==> src/rtl/vend_pkg.sv <==
// Shared coin encodings, unit values, controller state enum and greedy change selection
// for the multi-slot vending trade controller.
package vend_pkg;

  localparam logic [1:0] COIN_HALF = 2'd0;
  localparam logic [1:0] COIN_ONE  = 2'd1;
  localparam logic [1:0] COIN_FIVE = 2'd2;
  localparam logic [1:0] COIN_TEN  = 2'd3;

  localparam int unsigned UNITS_HALF = 1;
  localparam int unsigned UNITS_ONE  = 2;
  localparam int unsigned UNITS_FIVE = 10;
  localparam int unsigned UNITS_TEN  = 20;

  typedef enum logic [1:0] {
    ST_IDLE,
    ST_COLLECT,
    ST_VEND,
    ST_CHANGE
  } state_t;

  function automatic logic [4:0] coin_units(input logic [1:0] t);
    case (t)
      COIN_HALF: return 5'(UNITS_HALF);
      COIN_ONE:  return 5'(UNITS_ONE);
      COIN_FIVE: return 5'(UNITS_FIVE);
      default:   return 5'(UNITS_TEN);
    endcase
  endfunction

  // Largest coin not exceeding the remaining balance; half-yuan when nothing larger fits.
  function automatic logic [1:0] greedy_coin(input logic [15:0] bal);
    if (bal >= 16'(UNITS_TEN))       return COIN_TEN;
    else if (bal >= 16'(UNITS_FIVE)) return COIN_FIVE;
    else if (bal >= 16'(UNITS_ONE))  return COIN_ONE;
    else                             return COIN_HALF;
  endfunction

endpackage

==> src/rtl/vend_table.sv <==
// Per-slot price/stock register file: one write port, combinational price/stock read
// of a single slot, and a decrement of that same slot's stock.
module vend_table
  import vend_pkg::*;
#(
  parameter int GOODS_N = 12,
  parameter int IDX_W   = 4,
  parameter int PRICE_W = 6,
  parameter int STOCK_W = 4
) (
  input  logic               clk,
  input  logic               rstn,
  input  logic               we,
  input  logic [IDX_W-1:0]   waddr,
  input  logic [PRICE_W-1:0] wprice,
  input  logic [STOCK_W-1:0] wstock,
  input  logic [IDX_W-1:0]   raddr,
  output logic [PRICE_W-1:0] rprice,
  output logic [STOCK_W-1:0] rstock,
  input  logic               dec
);

  logic [PRICE_W-1:0] price_q [GOODS_N];
  logic [STOCK_W-1:0] stock_q [GOODS_N];

  // Slot 0 is never written or read, so it stays at its reset value.
  always_ff @(posedge clk or negedge rstn) begin
    if (!rstn) begin
      for (int unsigned i = 0; i < GOODS_N; i++) begin
        price_q[i] <= '0;
        stock_q[i] <= '0;
      end
    end else begin
      for (int unsigned i = 1; i < GOODS_N; i++) begin
        if (we && waddr == IDX_W'(i)) begin
          price_q[i] <= wprice;
          stock_q[i] <= wstock;
        end else if (dec && raddr == IDX_W'(i)) begin
          stock_q[i] <= stock_q[i] - 1'b1;
        end
      end
    end
  end

  always_comb begin
    rprice = '0;
    rstock = '0;
    for (int unsigned i = 1; i < GOODS_N; i++) begin
      if (raddr == IDX_W'(i)) begin
        rprice = price_q[i];
        rstock = stock_q[i];
      end
    end
  end

endmodule

==> src/rtl/vend_trade_mc.sv <==
// Multi-slot, multi-quantity vending trade controller with greedy coin change.
// Define VEND_TIMEOUT_EN to enable the COLLECT inactivity auto-refund.
module vend_trade_mc
  import vend_pkg::*;
#(
  parameter int GOODS_N = 12,
  parameter int IDX_W   = 4,
  parameter int MONEY_W = 8,
  parameter int PRICE_W = 6,
  parameter int STOCK_W = 4,
  parameter int QTY_W   = 2
`ifdef VEND_TIMEOUT_EN
  , parameter int TIMEOUT_CYC = 1000000
`endif
) (
  input  logic               clk,
  input  logic               rstn,
  input  logic               coin_valid,
  input  logic [1:0]         coin_type,
  input  logic               sel_valid,
  input  logic [IDX_W-1:0]   sel_index,
  input  logic [QTY_W-1:0]   sel_qty,
  input  logic               buy_req,
  input  logic               cancel_req,
  input  logic               cfg_we,
  input  logic [IDX_W-1:0]   cfg_addr,
  input  logic [PRICE_W-1:0] cfg_price,
  input  logic [STOCK_W-1:0] cfg_stock,
  output logic [MONEY_W-1:0] balance,
  output logic               enough,
  output logic               coin_reject,
  output logic               vend_valid,
  output logic [IDX_W-1:0]   vend_index,
  input  logic               vend_ack,
  output logic               chg_valid,
  output logic [1:0]         chg_type,
  input  logic               chg_ack,
  output logic               busy,
  output logic               err
);

  localparam int COST_W = PRICE_W + QTY_W;
  localparam int CMP_W  = (MONEY_W > COST_W) ? MONEY_W : COST_W;

  state_t             state_q, state_d;
  logic [MONEY_W-1:0] bal_q, bal_d;
  logic [IDX_W-1:0]   sel_idx_q, sel_idx_d;
  logic [QTY_W-1:0]   sel_qty_q, sel_qty_d;
  logic [QTY_W-1:0]   rem_q, rem_d;
  logic               err_q, err_d;
  logic               rej_q, rej_d;

  logic [PRICE_W-1:0] price;
  logic [STOCK_W-1:0] stock;
  logic [QTY_W-1:0]   qty_eff;
  logic [COST_W-1:0]  cost;
  logic [MONEY_W:0]   credit;
  logic [1:0]         chg_coin;
  logic [MONEY_W-1:0] vend_left, chg_left;
  logic               slot_ok, enough_w, coin_take, sel_take, tmo_hit;

  vend_table #(
    .GOODS_N(GOODS_N),
    .IDX_W  (IDX_W),
    .PRICE_W(PRICE_W),
    .STOCK_W(STOCK_W)
  ) u_table (
    .clk   (clk),
    .rstn  (rstn),
    .we    (cfg_we && state_q == ST_IDLE),
    .waddr (cfg_addr),
    .wprice(cfg_price),
    .wstock(cfg_stock),
    .raddr (sel_idx_q),
    .rprice(price),
    .rstock(stock),
    .dec   (vend_ack && state_q == ST_VEND)
  );

  assign qty_eff   = (sel_qty_q == '0) ? QTY_W'(1) : sel_qty_q;
  assign cost      = COST_W'(price) * COST_W'(qty_eff);
  assign slot_ok   = (sel_idx_q != '0) && (32'(sel_idx_q) < 32'(GOODS_N));
  assign enough_w  = slot_ok && (CMP_W'(bal_q) >= CMP_W'(cost)) && (32'(stock) >= 32'(qty_eff));
  assign credit    = {1'b0, bal_q} + (MONEY_W + 1)'(coin_units(coin_type));
  assign chg_coin  = greedy_coin(16'(bal_q));
  assign vend_left = bal_q - MONEY_W'(price);
  assign chg_left  = bal_q - MONEY_W'(coin_units(chg_coin));
  assign sel_take  = sel_valid && (state_q == ST_IDLE || state_q == ST_COLLECT);

`ifdef VEND_TIMEOUT_EN
  localparam int TMO_W = $clog2(TIMEOUT_CYC + 1);
  logic [TMO_W-1:0] tmo_q, tmo_d;
  logic             activity;

  assign activity = coin_valid || sel_valid || buy_req;
  assign tmo_hit  = (state_q == ST_COLLECT) && !activity && (tmo_q == TMO_W'(TIMEOUT_CYC - 1));

  always_comb begin
    tmo_d = '0;
    if (state_q == ST_COLLECT && !activity) tmo_d = tmo_q + 1'b1;
  end

  always_ff @(posedge clk or negedge rstn) begin
    if (!rstn) tmo_q <= '0;
    else       tmo_q <= tmo_d;
  end
`else
  assign tmo_hit = 1'b0;
`endif

  always_ff @(posedge clk or negedge rstn) begin
    if (!rstn) begin
      state_q   <= ST_IDLE;
      bal_q     <= '0;
      sel_idx_q <= '0;
      sel_qty_q <= '0;
      rem_q     <= '0;
      err_q     <= 1'b0;
      rej_q     <= 1'b0;
    end else begin
      state_q   <= state_d;
      bal_q     <= bal_d;
      sel_idx_q <= sel_idx_d;
      sel_qty_q <= sel_qty_d;
      rem_q     <= rem_d;
      err_q     <= err_d;
      rej_q     <= rej_d;
    end
  end

  always_comb begin
    state_d   = state_q;
    bal_d     = bal_q;
    sel_idx_d = sel_idx_q;
    sel_qty_d = sel_qty_q;
    rem_d     = rem_q;
    err_d     = err_q;
    coin_take = 1'b0;
    unique case (state_q)
      ST_IDLE: begin
        coin_take = coin_valid && !credit[MONEY_W];
        if (coin_take) state_d = ST_COLLECT;
      end
      ST_COLLECT: begin
        // A coin only lands when neither cancel nor buy claims the cycle.
        coin_take = coin_valid && !cancel_req && !buy_req && !credit[MONEY_W];
        if (cancel_req) begin
          state_d = ST_CHANGE;
        end else if (buy_req) begin
          if (enough_w) begin
            state_d = ST_VEND;
            rem_d   = qty_eff;
          end
        end else if (tmo_hit) begin
          state_d = ST_CHANGE;
        end
      end
      ST_VEND: begin
        if (vend_ack) begin
          bal_d = vend_left;
          rem_d = rem_q - 1'b1;
          if (rem_q == QTY_W'(1)) state_d = (vend_left != '0) ? ST_CHANGE : ST_IDLE;
        end
      end
      ST_CHANGE: begin
        if (bal_q == '0) begin
          state_d = ST_IDLE;
        end else if (chg_ack) begin
          bal_d = chg_left;
          if (chg_left == '0) state_d = ST_IDLE;
        end
      end
    endcase
    if (coin_take) bal_d = credit[MONEY_W-1:0];
    rej_d = coin_valid && !coin_take;
    if (sel_take) begin
      sel_idx_d = sel_index;
      sel_qty_d = sel_qty;
    end
    if (sel_take || coin_take) err_d = 1'b0;
    if (state_q == ST_COLLECT && !cancel_req && buy_req && !enough_w) err_d = 1'b1;
  end

  always_comb begin
    balance     = bal_q;
    enough      = enough_w;
    coin_reject = rej_q;
    err         = err_q;
    busy        = (state_q == ST_VEND) || (state_q == ST_CHANGE);
    vend_valid  = (state_q == ST_VEND);
    vend_index  = vend_valid ? sel_idx_q : '0;
    chg_valid   = (state_q == ST_CHANGE) && (bal_q != '0);
    chg_type    = chg_valid ? chg_coin : 2'd0;
  end

endmodule

==> config.mk <==
export PLATFORM = sky130hd
export DESIGN_NAME = vend_trade_mc
export DESIGN_NICKNAME = d
export VERILOG_FILES = /design/src/rtl/vend_pkg.sv /design/src/rtl/vend_table.sv /design/src/rtl/vend_trade_mc.sv
export SDC_FILE = /design/constraint.sdc
export NUM_CORES = 1
export LEC_CHECK = 0
export ABC_AREA = 0
export BUFFER_PORTS_ARGS = -buffer_cell sky130_fd_sc_hd__buf_2
export CAP_MARGIN = 20
export CORE_MARGIN = 2
export CORE_UTILIZATION = 55
export DETAILED_ROUTE_END_ITERATION = 16
export PLACE_DENSITY = 0.78
export SLEW_MARGIN = 20
export SYNTH_ARGS = -nofsm -noshare
export SYNTH_HDL_FRONTEND = slang
export SYNTH_SLANG_ARGS = --single-unit
==> constraint.sdc <==
create_clock -name clk -period 9.7 [get_ports clk]
set_clock_uncertainty 0.15 [all_clocks]
set_input_delay 0.97 -clock clk [delete_from_list [all_inputs] [get_ports clk]]
set_output_delay 0.97 -clock clk [all_outputs]
set_load 0.05 [all_outputs]
Word level (Yosys, flattened, before mapping):

Index checks and enable logic that the tools add are counted.

* register bits after elaboration: 130
* word-level logic and storage cells: 241

* equality and inequality tests: 43
* reductions and logical operators: 71
* $mul: 1
* add/subtract/negate cells: 15
* magnitude comparators: 6
* multiplexer cells: 76

Operator list (count)
* $mux W4: 34
* $mux W6: 11
* $sub A4 B1 Y4 const B: 11
* $logic_and A1 B1 Y1: 37
* $mux W2: 18
* $eq A4 B3 Y1 const B: 8
* $eq A4 B4 Y1 const B: 8
* $mux W8: 4
* $pmux W5 S3: 2
* $reduce_bool A2 Y1: 13
* $ne A3 B3 Y1 const B: 6
* $eq A4 B2 Y1 const B: 4
* $logic_not A8 Y1: 2
* $pmux W8 S2: 1
* $reduce_bool A8 Y1: 2
* $add A8 B5 Y9: 1
* $eq A2 B1 Y1 const B: 4
* $eq A2 B2 Y1 const B: 4
* $eq A4 B1 Y1 const B: 2
* $ge A8 B2 Y1 const B: 1
* $ge A8 B4 Y1 const B: 1
* $ge A8 B5 Y1 const B: 1
* $ge A8 B8 Y1: 1
* $logic_not A2 Y1: 4
* other kinds (20): 32

Depth between registers and ports, before layout:

Gate-level depths: netlist (run 1).

* word-level depth: 20
* mapped depth: 25

Modules after synthesis:

A second synthesis (run 1) with hierarchy kept.

* cells, all modules: 924
* area total of the unflattened synthesis: 8718.4 um^2

Modules (own cells, without submodules)
* vend_table: area each 6122.1 um^2, instances 1, cells each 605
* vend_trade_mc: area each 2596.2 um^2, instances 1, cells each 319

Least setup slack after synthesis (run 1):

OpenSTA, ideal clock, no wires.

* kind: reg2out
* start: reg sel_idx_q[1]
* end: out enough
* path slack: 4.076 ns
* required time: 8.580 ns
* data arrival time: 4.504 ns
* cell stages (with the launch flop): 25
* path through: dfrtp_1 > buf_2 > buf_1 > nor3b_1 > o21ai_0 > o21ai_0 > a21oi_1 > o21ai_1 > o2bb2ai_1 > and2_1 > ha_1 > inv_1 > fa_1 > inv_1 > a21oi_1 > o21ai_0 > a21oi_1 > or3_1 > ha_1 > o21ai_0 > a221o_1 > a31o_1 > a31oi_1 > nand2_1 > inv_1

* cells in the longest elaborated chain, start to end: 16

Ends and longest elaborated chain
* start, declared: line vend_trade_mc.sv:47 `logic [IDX_W-1:0] sel_idx_q, sel_idx_d;`
* start signal, assigned: line vend_trade_mc.sv:123 `sel_idx_q <= sel_idx_d;`
* $eq A4 B1 Y1: line vend_table.sv:49 `if (raddr == IDX_W'(i)) begin`
* $mux W6 (11 in a row): line vend_table.sv:49
* $mul A6 B2 Y8: line vend_trade_mc.sv:81 `assign cost = COST_W'(price) * COST_W'(qty_eff);`
* $ge A8 B8 Y1: line vend_trade_mc.sv:83 `assign enough_w = slot_ok && (CMP_W'(bal_q) >= CMP_W'(cost)) && (32'(stock) >= 32'(qty_eff));`
* $logic_and A1 B1 Y1: line vend_trade_mc.sv:83
* $logic_and A1 B1 Y1 *: line vend_trade_mc.sv:83
* end, declared: line vend_trade_mc.sv:30 `output logic enough,`

Mark *: on every way between the ends. The rest lies on a longest branch, timed or not.

Worst setup path in the final report (run 1):

* start: reg sel_idx_q[0]
* end: out enough

The elaborated chain is that of the path after synthesis.

==> impl_metrics.csv, run 1 <==
group,metric,value,unit
status,run_status,"complete, no violations",
setup_path,cp-end-kind,"output port",
setup_path,cp_cell_sequence,"buf_4 > nand2b_1 > o21ai_0 > nand2_1 > a21oi_1 > o21ai_1 > o2bb2ai_1 > and2_1 > ha_1 > inv_1 > fa_1 > inv_1 > a21oi_1 > o21ai_0 > a21oi_1 > or3_1 > ha_1 > o21ai_0 > a221o_1 > a31o_1 > a31oi_1 > nand2_1 > inv_1 > buf_2",
clock_network,clk-insertion-delay-late,0.43,ns
timing,setup_viol,0,
clock_network,post_cts_buffers,0,
setup_path,reg2reg_to,"rem_q[0]$_DFFE_PN0P_",
placed_design,dp.cells,1181,
pwr,total_power,3.36,mW
grt,grt_pass1_vias,7302,
final_layout,drive_gt1_frac,0.177,
timing,worst_pin_slew,1.13,ns
setup_path,slowest_stage,"dfrtp_1",
route,drtIter0Drc,782,
placed_design,place_hpwl,16300,um
route,ant_nets,0,
grt,grt_first_pass_wirelength,37400,um
final_layout,final_common_cell,"dfrtp_1",
clock_network,cts_resized,0,
route,drt-total-wl,23200,um
logic_synthesis,synth_top_area_frac,0.376,
clock_network,h-tree-depth,4,
floorplanning,die_y,129,um
setup_path,crit_family,"compound AO/OA/AOI/OAI gates",
timing,rsz0062_at_grt,"false",
timing,finalHoldViolCount,0,
final_layout,final_cell_mix,"dfrtp_1 (130), nand2_1 (114), nor2_1 (96)",
timing,max_freq,145,MHz
logic_synthesis,syn_area_per_cell,9.00,um^2
logic_synthesis,syn-num-nets,1045,
logic_synthesis,synth_flop_cell,"dfrtp_1",
logic_synthesis,yosys_warnings,0,
grt,grt.overflow.total,0,
setup_path,slowest_delay,0.80,ns
logic_synthesis,ys_types,73,
timing,finalWorstSetupSlack,2.78,ns
route,drc,0,
logic_synthesis,synth-seq-area-share,0.376,
route,avgViaCountPerCell,6.24,
timing,fin_crit_sh,0.713,
setup_path,r2r_start,"sel_idx_q[0]$_DFFE_PN0P_",
route,wl_per_cell,19.1,um
clock_network,clockRootBuffer,"clkbuf_16",
setup_path,r2r_cells,24,
grt,grt_antenna_before_repair,1,
setup_path,path_class,"register to output port",
setup_path,cp.depth,24,
clock_network,cts_sinks,130,
clock_network,cts_buffers,17,
floorplanning,die_area,16800,um^2
final_layout,area_delta_synth_final,11.4,%
logic_synthesis,syn_inst,961,
setup_path,cp_num_buf_inv,5,
logic_synthesis,synth-edff-count,0,
placed_design,gp_congestion,0.930,
clock_network,clk_pin_slew,0.06,ns
grt,grt_use_total,0.289,
placed_design,portBuffers,50,
pwr,vdd.ir_drop.worst,0.000194,V
min_path,hold_start,"u_table.price_q[11]$_DFFE_PN0P_",
logic_synthesis,yosys-top-cells-area,"dfrtp_1 (38%), mux2_2 (7.8%), ha_1 (7.1%), nand2_1 (4.9%), nor2_1 (4.2%)",
logic_synthesis,synth_async_sr_flop_share,1.00,
floorplanning,core_area,15300,um^2
clock_network,postCtsHoldBufs,0,
timing,slew_headroom,0.246,
floorplanning,die_x,129,um
logic_synthesis,synth_area,8650,um^2
pwr,power_leakage,4.43,nW
grt,grt_max_degree,71,
floorplanning,start_util,0.565,
setup_path,r2r_slack,3.90,ns
setup_path,crit_required,8.58,ns
clock_network,cts_max_path_buffers,2,
min_path,hold_depth,2,
placed_design,dp_slack,3.32,ns
timing,setup_tns,0,ns
setup_path,crit_arrival,5.80,ns
logic_synthesis,ys_ff_latch,130,
pwr,p_per_area,349,nW/um^2
min_path,hp-class,"register to register",
timing,period_needed,6.92,ns
setup_path,cp_max_fo,27,
final_layout,stdcell_count,1214,
logic_synthesis,yosys.area.top_type,"dfrtp_1",
min_path,holdPathEnd,"u_table.price_q[11]$_DFFE_PN0P_",
clock_network,cts_tree,"built",
setup_path,cp-start-kind,"register",
route,dr.pass1.iters,6,
route,num_vias,7575,
flow_run,cap_violations,0,
floorplanning,io-pin-count,51,
timing,slew_violations,0,
final_layout,nets,1073,
floorplanning,rows,45,
-- flip-flops by register name (all words and copies together), names as in the netlist --
signal	cells
u_table.price_q	66
u_table.stock_q	44
balance	8
sel_idx_q	4
rem_q	2
sel_qty_q	2
state_q	2
coin_reject	1
err	1
-- synthesized netlist by cell type, drive strengths merged, types with 3 or more instances --
master / count
nand2: 114
o22ai: 3
a221oi: 7
nor3: 25
mux4: 6
or2: 8
fa: 4
nand2b: 20
o2bb2ai: 5
a22oi: 8
a211oi: 5
and2: 8
xnor2: 10
o221ai: 4
a32oi: 10
mux2i: 9
nor2b: 8
ha: 49
o21ai: 77
a21o: 4
a21oi: 41
nor3b: 5
o211ai: 7
dfrtp: 130
nand3b: 3
a31oi: 8
clkbuf: 35
or4: 4
a221o: 23
inv: 67
nand3: 16
nor2: 97
o21a: 5
mux2: 62
buf: 17
xor2: 13
nand4: 4
nor4: 8
-- tightest hold or removal path: stages (launching register included) --
cell     delay, ns
dfrtp_1       0.34
nand2_1       0.05
nand2_1       0.05
-- cells by family after synthesis --
logic type	count (synthesis)	share of synthesized area
xor+xnor	23	0.0233
flops	130	0.376
mux	77	0.107
compound gates	229	0.180
simple gates	330	0.176
fa+ha+maj	53	0.0801
buf+inv	119	0.0583
-- final cells by class --
class,count,area [um^2]
clock buffers,18,429
flip-flops and latches,130,3250
inverters,67,251
clock inverters,14,193
multi-input cells,712,4910
well taps,211,264
diodes,1,2.50
fillers,1274,5670
repair buffers,61,339
-- report_power, final --
group | internal, mW | switching, mW | leakage (nW)
clock network | 0.414 | 0.272 | 0.302
registers | 0.733 | 0.275 | 1.69
logic | 0.663 | 1.01 | 2.44
total | 1.81 | 1.56 | 4.43
-- through the flow --
stage | cell area, um^2 | hold WS (ns) | util
floorplan | 8650 | 0.291 | -
global placement | 9010 | 0.304 | 0.589
detailed placement | 9010 | 0.308 | 0.589
CTS | 9640 | 0.324 | 0.629
global route | 9640 | 0.359 | 0.630
finish | 9640 | 0.324 | 0.630
-- metal layers --
metal	wire length, um	vias to the layer above	global-route usage
met4	886	0	0.125
li1	-	3472	-
met2	10600	334	0.462
met3	1610	67	0.0553
met1	10100	3702	0.386
met5	0	-	0
-- how the worst max path moves through the flow --
stage / start / end
global placement: sel_idx_q[0]$_DFFE_PN0P_ / enough
detailed placement: sel_idx_q[1]$_DFFE_PN0P_ / enough
CTS: sel_idx_q[1]$_DFFE_PN0P_ / enough
global route: sel_idx_q[0]$_DFFE_PN0P_ / enough
finish: sel_idx_q[0]$_DFFE_PN0P_ / enough
floorplan: sel_idx_q[1]$_DFFE_PN0P_ / enough
Power figures use the tool's default switching activity.
==> run 2, diff against run 1 <==
- ABC_AREA: 0 -> 1
- clock period: 9.7 -> 7.2 ns (I/O delays scaled with it)
==> run 2 against run 1 <==
Critical path depth unchanged. Cell count increased by 7.8%. Synthesized cell count increased by 11%. Clock power increased by 28%. Flip-flop and latch count unchanged. Core utilization about the same. Die area decreased by 4.7%. Critical path type unchanged. Critical endpoint unchanged.
==> impl_metrics.csv, run 2 <==
group,metric,value,unit
final_layout,drive_gt1_frac,0.124,
clock_network,clk_pin_slew,0.07,ns
setup_path,crit_arrival,5.01,ns
logic_synthesis,synth-simple-area-share,0.235,
setup_path,path_class,"register to output port",
logic_synthesis,syn_inst,1069,
route,drc,0,
logic_synthesis,synth-compound-area-share,0.163,
logic_synthesis,synthMuxAreaShare,0.00137,
timing,hold_ws,0.269,ns
logic_synthesis,synth-seq-area-share,0.395,
grt,grt_first_pass_wirelength,35400,um
logic_synthesis,synth_top_area_frac,0.395,
timing,rsz0062_at_grt,"false",
setup_path,endpoint,"enough",
logic_synthesis,synth_common_cells,"nand2_1 (246), dfrtp_1 (130), inv_1 (126)",
setup_path,cp_cell_sequence,"inv_2 > nor2_4 > inv_1 > nor2_1 > a21oi_1 > nand4_1 > o21ai_0 > nor2_1 > ha_1 > inv_1 > fa_1 > o21ai_0 > a21oi_1 > or2_1 > ha_1 > nand2_1 > nor2_1 > nand4_1 > o2111ai_1 > o211ai_1 > inv_1 > nand2_1 > inv_1 > buf_2",
final_layout,regMostFlops,"u_table.price_q",
logic_synthesis,syn-num-nets,1153,
placed_design,portBuffers,50,
timing,setup_tns,0,ns
logic_synthesis,ys_ff_latch,130,
pwr,total_power,4.51,mW
floorplanning,io-pin-count,51,
logic_synthesis,synth_flop_cell,"dfrtp_1",
floorplanning,die_y,126,um
route,num_vias,7477,
setup_path,r2r_slack,2.38,ns
grt,grt_max_degree,74,
logic_synthesis,synth_top_family_by_area,"simple AND/OR/NAND/NOR gates",
route,avgViaCountPerCell,5.71,
setup_path,crit_family,"simple AND/OR/NAND/NOR gates",
setup_path,critPathMostFrequentCell,"inv_1",
route,wl_per_cell,16.2,um
timing,finalHoldViolCount,0,
route,drt-total-wl,21300,um
timing,fin_crit_sh,0.817,
route,ant_nets,0,
grt,grt_pass1_vias,7171,
clock_network,h-tree-depth,4,
logic_synthesis,synth_most_common_cell,"nand2_1",
logic_synthesis,synth_async_sr_flop_share,1.00,
grt,grt_use_total,0.277,
final_layout,stdcell_count,1309,
setup_path,cp-start-kind,"register",
clock_network,cts_max_path_buffers,2,
setup_path,r2r_start,"sel_idx_q[1]$_DFFE_PN0P_",
logic_synthesis,yosys-top-cells-area,"dfrtp_1 (40%), nand2_1 (11%), ha_1 (7.4%), o21ai_0 (5.8%), inv_1 (5.7%)",
final_layout,final_util,0.630,
logic_synthesis,yosys.area.top_type,"dfrtp_1",
clock_network,cts_buffers,17,
final_layout,largest_register_ffs,66,
final_layout,final_cell_mix,"nand2_1 (246), dfrtp_1 (130), inv_1 (126)",
placed_design,dp.cells,1277,
setup_path,reg2reg_to,"state_q[1]$_DFFE_PN0P_",
setup_path,slowest_stage,"nor2_1",
timing,slew_violations,0,
logic_synthesis,yosys_warnings,0,
grt,grt.overflow.total,0,
floorplanning,core_area,14600,um^2
clock_network,clockRootBuffer,"clkbuf_16",
setup_path,setup.worst_path.start,"sel_idx_q[1]$_DFFE_PN0P_",
setup_path,cp-end-kind,"output port",
final_layout,diodes,0,
logic_synthesis,ys_types,46,
setup_path,r2r_cells,26,
setup_path,cp_num_buf_inv,6,
route,drtIter0Drc,676,
timing,slew_headroom,0.395,
placed_design,gp_congestion,0.898,
clock_network,post_cts_buffers,0,
logic_synthesis,synth-edff-count,0,
placed_design,place_hpwl,15400,um
min_path,hp-class,"input pin to async pin",
logic_synthesis,synth-adder-area-share,0.0842,
floorplanning,rows,44,
status,run_status,"complete, no violations",
floorplanning,die_x,126,um
clock_network,cts_sinks,130,
logic_synthesis,synth-xor-area-share,0.0383,
flow_run,cap_violations,0,
setup_path,cp.depth,24,
logic_synthesis,syn_area_per_cell,7.70,um^2
setup_path,crit_required,6.33,ns
final_layout,final_common_cell,"nand2_1",
pwr,power_leakage,4.44,nW
final_layout,nets,1196,
clock_network,cts_tree,"built",
setup_path,slowest_delay,0.62,ns
timing,max_freq,170,MHz
clock_network,clk-insertion-delay-late,0.43,ns
setup_path,cp_max_fo,11,
timing,setup_viol,0,
clock_network,cts_resized,0,
floorplanning,start_util,0.564,
pwr,p_per_area,490,nW/um^2
timing,worst_pin_slew,0.908,ns
final_layout,area_delta_synth_final,11.6,%
clock_network,postCtsHoldBufs,0,
route,dr.pass1.iters,5,
floorplanning,die_area,16000,um^2
pwr,vdd.ir_drop.worst,0.000260,V
logic_synthesis,synth_area,8230,um^2
grt,grt_antenna_before_repair,0,
timing,period_needed,5.88,ns
==> run 2: cell type report <==
cell class,count,area (um^2)
flip-flops and latches,130,3250
fillers,1266,5400
clock buffers,20,467
multi-input cells,768,4300
repair buffers,51,260
inverters,144,546
well taps,184,230
clock inverters,12,131
==> run 2: worst reg2reg max path, stage by stage, from the launching register on <==
cell       delay [ns]
dfrtp_1          0.40
inv_2            0.09
nor2_4           0.12
inv_1            0.07
nor2_1           0.62
a21oi_1          0.14
nand4_1          0.13
o21ai_0          0.15
nor2_1           0.14
ha_1             0.18
inv_1            0.05
fa_1             0.38
o21ai_0          0.34
a21oi_1          0.11
or2_1            0.24
ha_1             0.30
nand2_1          0.07
nor2_1           0.12
nand4_1          0.11
o2111ai_1        0.19
o211ai_1         0.14
inv_1            0.09
nand2_1          0.08
nand2_2          0.10
nand2_1          0.07
nand2_1          0.06
nand2_1          0.05
==> run 2: power by group <==
part	internal (mW)	total (mW)	switching, mW	leakage, nW
Combinational	0.801	2.22	1.42	2.51
Sequential	1.08	1.41	0.329	1.63
Clock	0.516	0.879	0.363	0.297
Total	2.40	4.51	2.11	4.44
==> run 2: worst min path at each step <==
stage	start	endpoint	slack [ns]	depth (start not counted)
after global routing	u_table.price_q[3]$_DFFE_PN0P_	u_table.price_q[3]$_DFFE_PN0P_	0.35	2
after detailed placement	u_table.price_q[1]$_DFFE_PN0P_	u_table.price_q[1]$_DFFE_PN0P_	0.32	2
after CTS	rstn	u_table.price_q[33]$_DFFE_PN0P_	0.30	1
after global placement	u_table.price_q[1]$_DFFE_PN0P_	u_table.price_q[1]$_DFFE_PN0P_	0.31	2
after floorplan	rstn	balance[0]$_DFFE_PN0P_	0.27	0
final	rstn	u_table.price_q[33]$_DFFE_PN0P_	0.27	1
==> run 2: cell families (layout without fill, tap and decap cells) <==
group | count (synthesis) | count (layout)
simple gates | 452 | 452
compound gates | 226 | 226
buf+inv | 171 | 227
flops | 130 | 130
fa+ha+maj | 53 | 53
xor+xnor | 36 | 36
mux | 1 | 1
==> run 2: routing by layer <==
layer	vias to the layer above	part of all wire	track usage
met2	280	0.45	0.429
met1	3541	0.45	0.393
met3	41	0.071	0.0481
li1	3615	-	-
met4	0	0.025	0.105
met5	-	0	0
==> run 2: through the flow <==
stage               worst slack (ns)  cell area, um^2
floorplan                       2.54             8230
global placement                2.04             8590
detailed placement              1.93             8590
CTS                             1.36             9190
global route                   0.868             9190
finish                          1.32             9190
==> run 3, diff against run 2 <==
- clock period: 7.2 -> 5.6 ns (I/O delays scaled with it)
==> run 3 against run 2 <==
Power up 32%. Cell area up 1.8%. Sequential share of layout area down 0.61 points. Non-clock buffer count up 7. Count of clock-buffer cells in the layout down 1. Core utilization up 1.1 points. Sequential power up 29%. Critical path depth up 9. Largest power group unchanged.
==> impl_metrics.csv, run 3 (synthesis gave the netlist of run 2 again) <==
group,metric,value,unit
grt,grt_pass1_vias,7155,
floorplanning,rows,44,
floorplanning,core_area,14600,um^2
final_layout,final_cell_mix,"nand2_1 (242), dfrtp_1 (128), inv_1 (124)",
placed_design,gp_congestion,0.905,
final_layout,diodes,0,
timing,finalWorstSetupSlack,0.213,ns
clock_network,h-tree-depth,4,
floorplanning,die_y,126,um
final_layout,final_common_cell,"nand2_1",
setup_path,reg2reg_to,"state_q[1]$_DFFE_PN0P_",
timing,fin_crit_sh,0.962,
floorplanning,die_area,16000,um^2
clock_network,clk-insertion-delay-late,0.43,ns
setup_path,crit_arrival,4.68,ns
clock_network,clockRootBuffer,"clkbuf_16",
pwr,power_leakage,4.49,nW
clock_network,cts_buffers,17,
final_layout,drive_gt1_frac,0.146,
route,drc,0,
setup_path,slowest_stage,"dfrtp_1",
timing,period_needed,5.39,ns
floorplanning,die_x,126,um
clock_network,cts_max_path_buffers,2,
pwr,total_power,5.94,mW
grt,grt.overflow.total,0,
route,wl_per_cell,16.2,um
timing,worst_pin_slew,0.991,ns
setup_path,r2r_slack,1.02,ns
grt,grt_first_pass_wirelength,35200,um
placed_design,dp_slack,0.506,ns
pwr,vdd.ir_drop.worst,0.000417,V
timing,slew_violations,0,
timing,hold_ws,0.130,ns
pwr,seq_power_share,0.306,
route,ant_nets,0,
final_layout,multiInputGateArea,4390,um^2
pwr,pwr-share-comb,0.497,
final_layout,design_area,9360,um^2
floorplanning,start_util,0.564,
clock_network,clk_pin_slew,0.06,ns
clock_network,cts_tree,"built",
route,avgViaCountPerCell,5.66,
pwr,p_per_area,635,nW/um^2
pwr,intPower,3.18,mW
final_layout,regMostFlops,"u_table.price_q",
timing,finalHoldViolCount,0,
setup_path,cp_max_fo,7,
setup_path,r2r_cells,35,
setup_path,r2r_start,"sel_idx_q[1]$_DFFE_PN0P_",
timing,slew_headroom,0.339,
pwr,p_switching,2.76,mW
placed_design,placed_area,8610,um^2
status,run_status,"complete, no violations",
setup_path,cp-end-kind,"output port",
pwr,power_switching_share,0.464,
setup_path,path_class,"register to output port",
setup_path,cp-start-kind,"register",
clock_network,postCtsHoldBufs,0,
timing,max_freq,186,MHz
floorplanning,io-pin-count,51,
route,num_vias,7454,
route,dr.pass1.iters,7,
final_layout,register_area,3260,um^2
final_layout,area_delta_synth_final,13.7,%
final_layout,largest_register_ffs,66,
route,drt-total-wl,21400,um
grt,grt_max_degree,76,
timing,setup_viol,0,
route,drtIter0Drc,684,
final_layout,nets,1203,
setup_path,crit_required,4.89,ns
grt,grt_use_total,0.276,
pwr,pwr-share-clk,0.197,
placed_design,place_hpwl,15400,um
clock_network,cts_sinks,130,
flow_run,cap_violations,0,
setup_path,critPathMostFrequentCell,"nand2_1",
placed_design,portBuffers,50,
setup_path,slowest_delay,0.43,ns
final_layout,fillers,1226,
final_layout,final_util,0.641,
min_path,hp-class,"input pin to async pin",
grt,grt_antenna_before_repair,0,
## run 3: repair_timing
action | CTS | global route
gates resized for setup | 1 | 28
pin swaps | 0 | 12
buffers inserted | 0 | 4
setup endpoints to repair | 1 | 1
## run 3: through the flow
step	TNS (ns)	cells
2_1_floorplan	0	1069
3_3_place_gp	0	1280
3_5_place_dp	0	1280
4_1_cts	0	1312
5_1_grt	-0.124	1316
6_report	0	1316
## run 3: layout make-up
type,count,area share
inverter,144,0.0587
clock inverter,13,0.0186
timing repair buffer,58,0.0341
tap,184,0.0246
multi-input combinational,768,0.469
clock buffer,19,0.0473
sequential,130,0.348
## run 3: power by group through the flow
stage / Combinational [mW] / Clock (mW) / Sequential [mW]
2_1_floorplan: 2.17 / 0 / 1.78
3_5_place_dp: 2.83 / 0 / 1.80
6_report: 2.95 / 1.17 / 1.82
4_1_cts: 2.87 / 1.17 / 1.79
5_1_grt: 3.34 / 1.22 / 1.87
3_3_place_gp: 2.77 / 0 / 1.79
## run 3: worst max-delay path: cells and delay by family (launching register included)
kind | cells | cell delay, ns
fa+ha+maj | 2 | 0.64
flops | 1 | 0.43
compound gates | 6 | 0.80
buf+inv | 6 | 0.61
simple gates | 19 | 1.73
## run 3: worst max path at each step
stage,from,endpoint,depth (start not counted)
floorplan,sel_idx_q[1]$_DFFE_PN0P_,enough,26
global placement,sel_idx_q[2]$_DFFE_PN0P_,enough,27
detailed placement,sel_idx_q[2]$_DFFE_PN0P_,enough,27
CTS,sel_idx_q[1]$_DFFE_PN0P_,enough,27
global route,sel_idx_q[1]$_DFFE_PN0P_,enough,33
finish,sel_idx_q[1]$_DFFE_PN0P_,enough,33
## run 3: routing by layer
metal	up-vias	wire length, um	track usage
li1	3636	-	-
met1	3566	9820	0.392
met2	215	9690	0.428
met3	37	1320	0.0493
met4	0	544	0.0944
met5	-	0	0
